[src/rtl/rr_thermo_arbiter.sv]
// Round-robin arbiter with a registered one-hot grant, a grant/release handshake and
// thermometer-mask priority rotation. Optional grant hold limit: define ARB_HOLD_LIMIT_EN.
module rr_thermo_arbiter #(
   parameter int unsigned N_REQ    = 4,
   parameter int unsigned MAX_HOLD = 8
) (
   input  logic                     clk,
   input  logic                     rst,
   input  logic [N_REQ-1:0]         req_i,
   input  logic                     done_i,
   output logic [N_REQ-1:0]         gnt_o,
   output logic [$clog2(N_REQ)-1:0] gnt_id_o,
   output logic                     busy_o
);
   localparam int unsigned IdW = $clog2(N_REQ);

   if (N_REQ < 2) begin : g_bad_n_req
      $error("rr_thermo_arbiter: N_REQ must be at least 2");
   end
   if (MAX_HOLD < 1) begin : g_bad_max_hold
      $error("rr_thermo_arbiter: MAX_HOLD must be at least 1");
   end

   typedef enum logic [0:0] {StIdle = 1'b0, StGrant = 1'b1} state_e;

   state_e           state_q, state_d;
   logic [N_REQ-1:0] gnt_q, gnt_d;
   logic [N_REQ-1:0] mask_q, mask_d;
   logic [IdW-1:0]   gnt_id_q, gnt_id_d;

   logic [N_REQ-1:0] req_oth, masked, cand;
   logic [IdW-1:0]   win_id;
   logic             win_vld;
   logic             new_grant;
   logic             release_c;
   logic             hold_hit;

   // Others above the last winner first, then any other requester, then the grantee itself.
   always_comb begin
      req_oth = req_i & ~gnt_q;
      masked  = req_oth & mask_q;
      if (|masked) begin
         cand = masked;
      end else if (|req_oth) begin
         cand = req_oth;
      end else begin
         cand = req_i;
      end
      win_vld = |cand;
      win_id  = '0;
      for (int i = N_REQ - 1; i >= 0; i--) begin
         if (cand[i]) win_id = IdW'(i);
      end
   end

   always_comb begin
      state_d   = state_q;
      gnt_d     = gnt_q;
      gnt_id_d  = gnt_id_q;
      mask_d    = mask_q;
      new_grant = 1'b0;
      release_c = 1'b0;
      unique case (state_q)
         StIdle: begin
            new_grant = win_vld;
         end
         StGrant: begin
            release_c = done_i | ~(|(req_i & gnt_q)) | hold_hit;
            if (release_c) begin
               new_grant = win_vld;
               if (!win_vld) begin
                  state_d  = StIdle;
                  gnt_d    = '0;
                  gnt_id_d = '0;
               end
            end
         end
      endcase
      if (new_grant) begin
         state_d         = StGrant;
         gnt_d           = '0;
         gnt_d[win_id]   = 1'b1;
         gnt_id_d        = win_id;
         for (int i = 0; i < N_REQ; i++) begin
            mask_d[i] = (i > int'(win_id));
         end
      end
   end

`ifdef ARB_HOLD_LIMIT_EN
   localparam int unsigned CntW = $clog2(MAX_HOLD + 1);

   logic [CntW-1:0] hold_q, hold_d;

   // hold_q counts completed held cycles, so MAX_HOLD-1 marks the last permitted cycle.
   assign hold_hit = (state_q == StGrant) && (hold_q >= CntW'(MAX_HOLD - 1)) &&
                     (|(req_i & ~gnt_q));

   always_comb begin
      hold_d = hold_q;
      if (new_grant) begin
         hold_d = '0;
      end else if ((state_q == StGrant) && (hold_q != CntW'(MAX_HOLD))) begin
         hold_d = hold_q + CntW'(1);
      end
   end

   always_ff @(posedge clk or negedge rst) begin
      if (!rst) begin
         hold_q <= '0;
      end else begin
         hold_q <= hold_d;
      end
   end
`else
   assign hold_hit = 1'b0;
`endif

   always_ff @(posedge clk or negedge rst) begin
      if (!rst) begin
         state_q  <= StIdle;
         gnt_q    <= '0;
         gnt_id_q <= '0;
         mask_q   <= '1;
      end else begin
         state_q  <= state_d;
         gnt_q    <= gnt_d;
         gnt_id_q <= gnt_id_d;
         mask_q   <= mask_d;
      end
   end

   assign gnt_o    = gnt_q;
   assign gnt_id_o = gnt_id_q;
   assign busy_o   = (state_q == StGrant);

endmodule

[config.mk]
export PLATFORM = sky130hd
export DESIGN_NAME = rr_thermo_arbiter
export DESIGN_NICKNAME = d
export VERILOG_FILES = /design/src/rtl/rr_thermo_arbiter.sv
export SDC_FILE = /design/constraint.sdc
export NUM_CORES = 1
export LEC_CHECK = 0
export CAP_MARGIN = 20
export CELL_PAD_IN_SITES_DETAIL_PLACEMENT = 2
export CELL_PAD_IN_SITES_GLOBAL_PLACEMENT = 2
export CORE_MARGIN = 2
export CORE_UTILIZATION = 32
export CTS_CLUSTER_DIAMETER = 40
export DETAILED_ROUTE_END_ITERATION = 6
export PLACE_DENSITY_LB_ADDON = 0.1
export RECOVER_POWER = 100
export SLEW_MARGIN = 20
export SYNTH_ARGS = -nofsm -noshare
export SYNTH_HDL_FRONTEND = slang
export SYNTH_SLANG_ARGS = --single-unit
export TNS_END_PERCENT = 10
[constraint.sdc]
create_clock -name clk -period 3.1 [get_ports clk]
set_input_delay 0.62 -clock clk [delete_from_list [all_inputs] [get_ports clk]]
set_output_delay 0.62 -clock clk [all_outputs]
set_load 0.02 [all_outputs]
Yosys cells after proc, flatten, opt, wreduce, memory -nomap -nowiden
Index checks and enable logic that the tools add are counted.

Magnitude comparators: 5. Equal/unequal tests: 1. Muxes and demuxes: 22. Bitwise operators: 7. Reductions and logical operators: 8.

Operators by type and width (number): 4-bit two-way mux (6); 2-bit two-way mux (8); 4-bit OR reduction (4); 4-bit AND (3); 1-bit two-way mux (6); 2-bit > comparator (first input constant) (2); 4-bit NOT (1); 2-bit nonzero test (2); 2-bit by 3-bit < comparator with 1-bit output (second input constant) (1); 3-bit AND reduction (1); 1-bit demux with 2-bit select (1); 2-bit by 1-bit greater-or-equal comparator with 1-bit output (second input constant) (1); 1-bit by 2-bit > comparator with 1-bit output (first input constant) (1); 2-bit by 1-bit != test with 1-bit output (second input constant) (1); 1-bit NOT (2); 1-bit one-hot mux with 2 select lines (1); 1-bit logical AND (1); 1-bit bitwise OR (1).

Register bits after elaboration: 11. Input bits: 7. Output and inout port bits: 7. Word-level logic and storage cells: 47.

Longest topological paths before layout
Gate-level depths: netlist of run 1.

Word-level depth: 14. Mapped depth: 6.

Least setup slack after synthesis of run 1
Ideal clock, no wire load.

Path kind: input to register. Start: input req_i[0]. End: register gnt_q[0], in the netlist gnt_o[0]. Library setup time: 0.125 ns. Arrival time: 1.897 ns. Setup slack: 1.078 ns. Stages: 6. Path buffers: 0. Path through: and2b_1 > o31a_1 > a211oi_2 > nand2b_2 > o31a_4 > mux2_4.

Word-level cells in the longest chain between the ends: 13. Elaborated cells between the ends (all ways): 27.

Ends and longest elaborated chain: start: declaration (line 9) `input logic [N_REQ-1:0] req_i,`; 4-bit AND (line 40) `req_oth = req_i & ~gnt_q;`; 4-bit OR reduction or 4-bit AND (tied branches) (line 44, 41); 4-bit two-way mux or 4-bit OR reduction (tied branches) (line 44, 42); 4-bit two-way mux (line 42) `if (|masked) begin`; 2-bit two-way mux (4 in series) (line 52) `if (cand[i]) win_id = IdW'(i);`; 2-bit by 3-bit < comparator with 1-bit output (not written as such) or 2-bit by 1-bit greater-or-equal comparator with 1-bit output (tied branches) (line 82) `gnt_d[win_id] = 1'b1;`; 1-bit logical AND (not written as such) (line 82); 1-bit two-way mux (not written as such) (line 82); 1-bit demux with 2-bit select (line 82); 4-bit two-way mux (line 79) `if (new_grant) begin`; end signal: assignment (line 127) `gnt_q <= gnt_d;`; end: declaration (line 27) `logic [N_REQ-1:0] gnt_q, gnt_d;`.

Several ways; a longest one is shown, not always the timed one. A chain may end at the register's enable or synchronous reset.

Final worst setup path of run 1
Start: input req_i[1]. End: register gnt_q[0], in the netlist gnt_o[0].

Same word-level chain as after synthesis.

==> metrics, run 1 <==
Die H 50.0 um; met1 Usage GRT 0.215; register area 280 sq um; Crit path required time 3.24 ns; multi-input combinational cell area 345 sq um; Tcrit/Tclk final 0.852; distinct cell type count after synthesis 27; share of the synthesized area in the top cell type 0.259; mapped cell area 677 sq um; top area cells in the synthesized netlist dfrtp_1 26%, dfstp_2 16%, nand3b_1 5.5%; ant diodes 0; WP data arrival 2.78 ns; final count of hold timing violations 0; final instance area 846 sq um; antenna-violating nets left 0; xor and xnor area share after synthesis 0; most common cell in the synthesized netlist inv_1; Max Root-Sink Buffers 2; Clock Latency Late Sink 0.26 ns; Yosys top cell by area dfrtp_1; I/O pin count 14; #FFs+latches synth 11; Final Skew 0.00583 ns; Die Area 2500 sq um; hold_buf cts 0; Startpoint Class input pin; Filler cells 216; first-pass GRT wire length 3.11 mm; total iterations of the first detailed-routing run 4; PwrDens 943 nW/um^2; vias per cell 5.45; I/O Buffers 13; Compound-Gate Fraction of Synth Area 0.238; overall routed net length 1.86 mm; area grow syn2layout 25.0%; min Tclk post-route 2.64 ns; GRT Total Usage 0.169; pre-CTS setup slack 0.388 ns; Critical Path End Type flop; Adder-Cell Fraction of Synth Area 0; final core utilization 0.427; HPWL after DPL 1.52 mm; RePlAce Congestion 0.710; Mapped Avg Cell Area 10.3 sq um; f_max 0.379 GHz; largest net degree at the start of global routing 12; simple-gate share of the synthesized area 0.281; H-tree depth 1; Layout Nets 91; Starting Density 0.342; met3 GRT Util 0.0303; met2 usage 0.292; CP Class in2reg; relative slew slack 0.633; DR vias 600; Die W 50.0 um; gr busiest metal met2; Avg WL per Cell 16.9 um; post-synthesis sequential area ratio 0.414; gr ovfl total 0; Worst Tran Pin Value 0.545 ns; yosys warns 0; RSZ-0062 raised after global routing false; VDD IR max 369 uV; Post-Layout Cell Count 110; Pleak 0.379 nW; number of core rows 16; type of the most critical hold path reg2reg; vias in the first global route 626; Post-synth top cells 8 x inv_1, 7 x dfrtp_1, 5 x and2_1, 5 x nand3b_1; number of gates resized after cts 0; outcome completed; Mapped Nets 73; setup TNS 0 ns; share of cells above drive strength 1 0.157; Async SR Flop Fraction 1.00; Post-synth EDFFs 0; Final WS setup 0.460 ns; CTS tree yes; fin. max-slew vios 0; largest family of logic cells by synthesized area simple AND/OR/NAND/NOR gates; Worst-path clk slew 0.07 ns; Clock Sinks 11; CP max FO 7; Gate Count Post-Synth 66; DR DRC count 0; Top FF cell, synth dfrtp_1; Core Area 1980 sq um; Placed Cells 106; Finish-stage setup viols 0; root buf cell clkbuf_4; total CTS buffers 3; Setup Fix Bufs, Post-CTS 0; Initial DRC Count 6; post-synthesis mux area share 0.0222; initial antenna violation count 0; Max-Cap Viols 0; DP Area 841 sq um
[registers in the layout, indices dropped and copies added, names as in the netlist]
| signal | cells |
|---|---|
| gnt_o | 4 |
| mask_q | 4 |
| gnt_id_o | 2 |
| busy_o | 1 |
[cell usage in the layout (no fill, tap or decap)]
cell	n
nand3b_1	5
dlygate4sd3_1	9
nand3_1	2
nand3_2	1
inv_1	8
dfstp_2	4
nand2b_1	1
or2_2	1
clkdlybuf4s50_1	4
o31ai_1	3
o31a_2	1
and2_4	1
nand3b_4	1
dfrtp_1	7
clkbuf_1	1
o22ai_1	4
a22oi_1	2
o21ai_0	2
and2_1	5
o31a_1	1
a32oi_1	1
nand4_1	2
a22o_1	2
a211oi_2	1
and2b_1	4
clkbuf_4	3
nand2_1	4
o211ai_1	1
a2bb2oi_1	1
mux2_1	1
[worst paths after layout]
| kind | start | slack (ns) | cells after the start | endpoint |
|---|---|---|---|---|
| min in group asynchronous | rst | 0.76 | 1 | gnt_o[2]$_DFFE_PN0P_ |
| min reg2reg | mask_q[3]$_DFFE_PN1P_ | 0.50 | 2 | mask_q[3]$_DFFE_PN1P_ |
| max | req_i[1] | 0.46 | 7 | gnt_o[0]$_DFFE_PN0P_ |
| min | mask_q[3]$_DFFE_PN1P_ | 0.50 | 2 | mask_q[3]$_DFFE_PN1P_ |
| max in group asynchronous | rst | 1.98 | 1 | mask_q[0]$_DFFE_PN1P_ |
| max reg2reg | gnt_o[1]$_DFFE_PN0P_ | 0.94 | 6 | gnt_o[0]$_DFFE_PN0P_ |
[power breakdown]
part           internal, mW  total, mW  switching, mW
Sequential            0.212      0.269         0.0571
Clock                0.0497     0.0946         0.0449
Combinational         0.194      0.434          0.240
Total                 0.456      0.797          0.342
[routing by layer]
layer  vias to the layer above  part of all wire
met5                         -                 0
met4                         0            0.0097
met3                         4             0.025
met2                        13              0.53
met1                       305              0.43
li1                        278                 -
[kinds of logic (layout without fill, tap and decap cells)]
logic type	count (synthesis)	count (layout)
buf+inv	8	25
compound gates	19	19
mux	1	1
simple gates	27	27
flops	11	11
[critical path: stages]
cell and delay (ns):
dlygate4sd3_1 0.64, nand3b_1 0.17, and2_4 0.19, a32oi_1 0.27, nand2b_1 0.17, o31a_2 0.37, mux2_1 0.34
[cell type report]
| class | instances | share of cell area |
|---|---|---|
| Clock buffer | 4 | 0.0311 |
| Inverter | 8 | 0.0355 |
| Tap cell | 27 | 0.0399 |
| Multi-Input combinational cell | 47 | 0.408 |
| Sequential cell | 11 | 0.331 |
| Timing Repair Buffer | 13 | 0.154 |
[metrics by stage]
stage	hold slack [ns]	power (mW)
final	0.501	0.797
after global routing	0.512	0.865
after CTS	0.502	0.848
after detailed placement	0.482	0.749
after global placement	0.480	0.740
after floorplan	0.324	0.576
No activity file was read; power rests on OpenSTA's default activity.
==> run 2: changes to the inputs <==
Settings changed: RECOVER_POWER 100 to 50.
==> run 2 against run 1 <==
  * Critical path depth stayed put
  * Routed wire length is 0.16% higher
  * Critical endpoint unchanged
  * Global-route usage stayed put
  * Clock skew hardly changed
  * Utilization is 1.1 points higher
==> metrics, run 2 (synthesis gave the netlist of run 1 again) <==
outcome completed; Initial DRC Count 5; Finish-stage setup viols 0; total CTS buffers 3; register area 280 sq um; total chip power 829 uW; initial antenna violation count 0; ant diodes 0; share of cells above drive strength 1 0.193; Die W 50.0 um; final instance area 867 sq um; Hold Path Stages 2; most frequent cells in the layout 9 x clkdlybuf4s50_1, 8 x inv_1, 7 x dfrtp_1; CP max FO 7; H-tree depth 1; setup TNS 0 ns; reg2reg path depth 6; f_max 0.413 GHz; DP Area 841 sq um; pre-CTS setup slack 0.388 ns; CTS tree yes; Reg2Reg Capture Point gnt_o[0]$_DFFE_PN0P_; Startpoint Class input pin; final count of hold timing violations 0; Critical Path End Type flop; Filler cells 215; hold_buf cts 0; antenna-violating nets left 0; largest net degree at the start of global routing 12; min Tclk post-route 2.42 ns; relative slew slack 0.662; Die Area 2500 sq um; Tcrit/Tclk final 0.780; Avg WL per Cell 17.0 um; worst flop-to-flop path startpoint gnt_o[1]$_DFFE_PN0P_; RePlAce Congestion 0.710; DR DRC count 0; GRT Total Usage 0.169; final core utilization 0.438; fin. max-slew vios 0; Core Area 1980 sq um; Starting Density 0.342; I/O pin count 14; Max-Cap Viols 0; WHS Endpoint mask_q[3]$_DFFE_PN1P_; overall routed net length 1.87 mm; WP data arrival 2.56 ns; DR vias 591; type of the most critical hold path reg2reg; Pleak 0.387 nW; Final WS setup 0.681 ns; Clock Sinks 11; vias in the first global route 626; PwrDens 956 nW/um^2; Setup Fix Bufs, Post-CTS 0; Max Root-Sink Buffers 2; number of core rows 16; Die H 50.0 um; Worst Tran Pin Value 0.506 ns; multi-input combinational cell area 367 sq um; I/O Buffers 13; area grow syn2layout 28.1%; CP Class in2reg; Layout Nets 91; HP Start mask_q[3]$_DFFE_PN1P_; Worst-path clk slew 0.07 ns; HPWL after DPL 1.52 mm; root buf cell clkbuf_4; number of gates resized after cts 0; vias per cell 5.37; most common cell after layout, fill and taps aside clkdlybuf4s50_1; Final Skew 0.00602 ns; VDD IR max 390 uV; gr ovfl total 0; Worst R2R Setup Slack 1.07 ns; total iterations of the first detailed-routing run 4; Crit path required time 3.25 ns; Clock Latency Late Sink 0.26 ns; RSZ-0062 raised after global routing false; first-pass GRT wire length 3.11 mm
==> run 2: how the worst max path moves through the flow <==
stage	startpoint	to	slack (ns)
after floorplan	req_i[0]	gnt_o[0]$_DFFE_PN0P_	1.08
after global placement	req_i[0]	gnt_o[0]$_DFFE_PN0P_	0.49
after detailed placement	req_i[1]	gnt_o[0]$_DFFE_PN0P_	0.39
after CTS	req_i[1]	gnt_o[0]$_DFFE_PN0P_	0.67
after global routing	req_i[1]	gnt_o[0]$_DFFE_PN0P_	0.61
final	req_i[1]	gnt_o[0]$_DFFE_PN0P_	0.68
==> run 2: final cells by class <==
| class | count | share of cell area |
|---|---|---|
| inverters | 8 | 0.0346 |
| clock buffers | 4 | 0.0303 |
| repair buffers | 13 | 0.150 |
| multi-input cells | 47 | 0.423 |
| well taps | 27 | 0.0390 |
| flip-flops and latches | 11 | 0.323 |
==> run 2: critical path, cell delays in order <==
cell	delay (ns)
clkdlybuf4s50_1	0.56
nand3b_1	0.17
and2_4	0.20
nand4_1	0.14
nand3_2	0.17
o31a_4	0.40
mux2_4	0.30
==> run 2: metal layers <==
metal / GRT usage / up-vias / share of wire
met5: 0 / - / 0
met4: 0.0417 / 0 / 0.0064
met3: 0.0303 / 2 / 0.025
met2: 0.292 / 11 / 0.54
met1: 0.215 / 301 / 0.43
li1: - / 277 / -
==> run 2: report_power, final <==
| part | switching, mW | leakage [nW] | internal (mW) |
|---|---|---|---|
| sequential | 0.0596 | 0.129 | 0.212 |
| clock | 0.0449 | 0.0150 | 0.0497 |
| combinational | 0.246 | 0.243 | 0.217 |
| total | 0.350 | 0.387 | 0.478 |
==> run 2: through the flow <==
stage | hold WS (ns) | cells
final | 0.504 | 110
after global routing | 0.517 | 110
after CTS | 0.502 | 110
after detailed placement | 0.482 | 106
after global placement | 0.480 | 106
after floorplan | 0.324 | 66
==> run 3: changes to the inputs <==
Settings changed: CORE_UTILIZATION 32 to 30.
Clock period 3.1 ns to 2.25 ns, I/O delays scaled along.
==> run 3 against run 2 <==
  * Hold slack worse by 0.0062 ns
  * Routed wire length up 2.9%
  * Via count grew 5.2%
  * Largest power group unchanged
  * Critical path type unchanged
  * Global-route usage decreased by 0.059 points
  * Die area grew 6.1%
  * Register-to-register slack lost 0.80 ns
  * First-iteration DRC count did not move
  * Highest routed layer unchanged
  * Critical endpoint unchanged
  * Final cell count rose by 11%
  * Combinational power rose by 56%
  * Clock skew is 0.0052 ns lower
  * Non-clock buffer count is 11 higher
  * Clock-buffer cell count did not move
==> metrics, run 3 (synthesis gave the netlist of run 1 again) <==
RSZ-0062 raised after global routing true; ant diodes 0; pre-CTS setup slack -0.199 ns; outcome completed; share of cells above drive strength 1 0.287; Max Root-Sink Buffers 2; Core Area 2170 sq um; crit path max-delay cell type clkdlybuf4s50_1; CP max FO 5; total iterations of the first detailed-routing run 4; type of the most critical hold path reg2reg; Starting Density 0.312; vias in the first global route 699; GRT Total Usage 0.168; DR vias 622; Final WS setup 0.0829 ns; Post-Layout Cell Count 122; Die W 51.5 um; Max-Cap Viols 0; Initial DRC Count 5; HP Start mask_q[3]$_DFFE_PN1P_; Die H 51.5 um; relative slew slack 0.673; crit path cell chain clkdlybuf4s50_1 > and2b_1 > o31a_1 > a211oi_2 > nand2b_2 > o31a_4 > mux2_4; most frequent cells in the layout 11 x buf_4, 10 x clkdlybuf4s50_1, 8 x inv_1; f_max 0.461 GHz; PwrDens 1290 nW/um^2; Worst Tran Pin Value 0.489 ns; worst flop-to-flop path startpoint gnt_o[0]$_DFFE_PN0P_; root buf cell clkbuf_4; RePlAce Congestion 0.771; I/O Buffers 13; H-tree depth 1; HPWL after DPL 1.60 mm; most common cell after layout, fill and taps aside buf_4; Finish-stage setup viols 0; CP peak stage delay 0.48 ns; initial antenna violation count 0; Min Hold Slack 0.498 ns; Clock Latency Late Sink 0.26 ns; VDD IR max 591 uV; area grow syn2layout 40.5%; Avg WL per Cell 15.7 um; Final Skew 0.000847 ns; first-pass GRT wire length 3.23 mm; largest net degree at the start of global routing 12; final count of hold timing violations 0; WP data arrival 2.32 ns; CTS tree yes; CP Class in2reg; Worst-path clk slew 0.07 ns; Crit path required time 2.40 ns; Critical Path End Type flop; CP Launch Point req_i[1]; Setup Fix Bufs, Post-CTS 0; register area 280 sq um; number of core rows 17; Placed Cells 118; min Tclk post-route 2.17 ns; vias per cell 5.10; gr ovfl total 0; antenna-violating nets left 0; Pleak 0.439 nW; total CTS buffers 3; overall routed net length 1.92 mm; fin. max-slew vios 0; I/O pin count 14; total chip power 1.23 mW; multi-input combinational cell area 367 sq um; DR DRC count 0; Tcrit/Tclk final 0.963; Die Area 2650 sq um; setup TNS 0 ns; Layout Nets 102; Filler cells 249; Startpoint Class input pin; Clock Sinks 11
[run 3: worst max-delay path, delay by kind of cell]
family,cells,cell delay [ns]
buffers and inverters,1,0.48
multiplexers,1,0.29
AO/OA/AOI/OAI,3,0.66
AND/OR/NAND/NOR,2,0.42
[run 3: final timing paths]
kind / endpoint / slack, ns / depth (start not counted)
max: gnt_o[0]$_DFFE_PN0P_ / 0.08 / 7
min: mask_q[3]$_DFFE_PN1P_ / 0.50 / 2
max reg2reg: gnt_o[0]$_DFFE_PN0P_ / 0.27 / 6
min reg2reg: mask_q[3]$_DFFE_PN1P_ / 0.50 / 2
max in group asynchronous: mask_q[3]$_DFFE_PN1P_ / 1.31 / 1
min in group asynchronous: gnt_id_o[0]$_DFFE_PN0P_ / 0.58 / 1
[run 3: final cells by class]
cell class,instances,area share
Clock buffer,4,0.0276
Inverter,8,0.0316
Multi-Input combinational cell,47,0.386
Sequential cell,11,0.295
Tap cell,28,0.0368
Timing Repair Buffer,24,0.224
[run 3: what timing repair did]
action                                 4_1_cts  5_1_grt
hold buffers                                 0        0
gates resized for setup                      0        0
endpoints found under the hold margin        0        0
setup endpoints to repair                    0        2
[run 3: power by group]
part / switching (mW) / leakage (nW) / internal [mW]
Sequential: 0.0840 / 0.129 / 0.292
Combinational: 0.353 / 0.295 / 0.370
Clock: 0.0617 / 0.0150 / 0.0685
[run 3: through the flow]
step / util / instance area [sq um]
2_1_floorplan: - / 677
3_3_place_gp: 0.426 / 925
3_5_place_dp: 0.426 / 925
4_1_cts: 0.438 / 951
5_1_grt: 0.438 / 951
6_report: 0.438 / 951
[run 3: routing by layer]
metal	vias to the layer above	wire length, um	track usage
li1	301	-	-
met1	307	831	0.210
met2	10	1020	0.291
met3	4	40	0.0144
met4	0	27	0.0833
met5	-	0	0
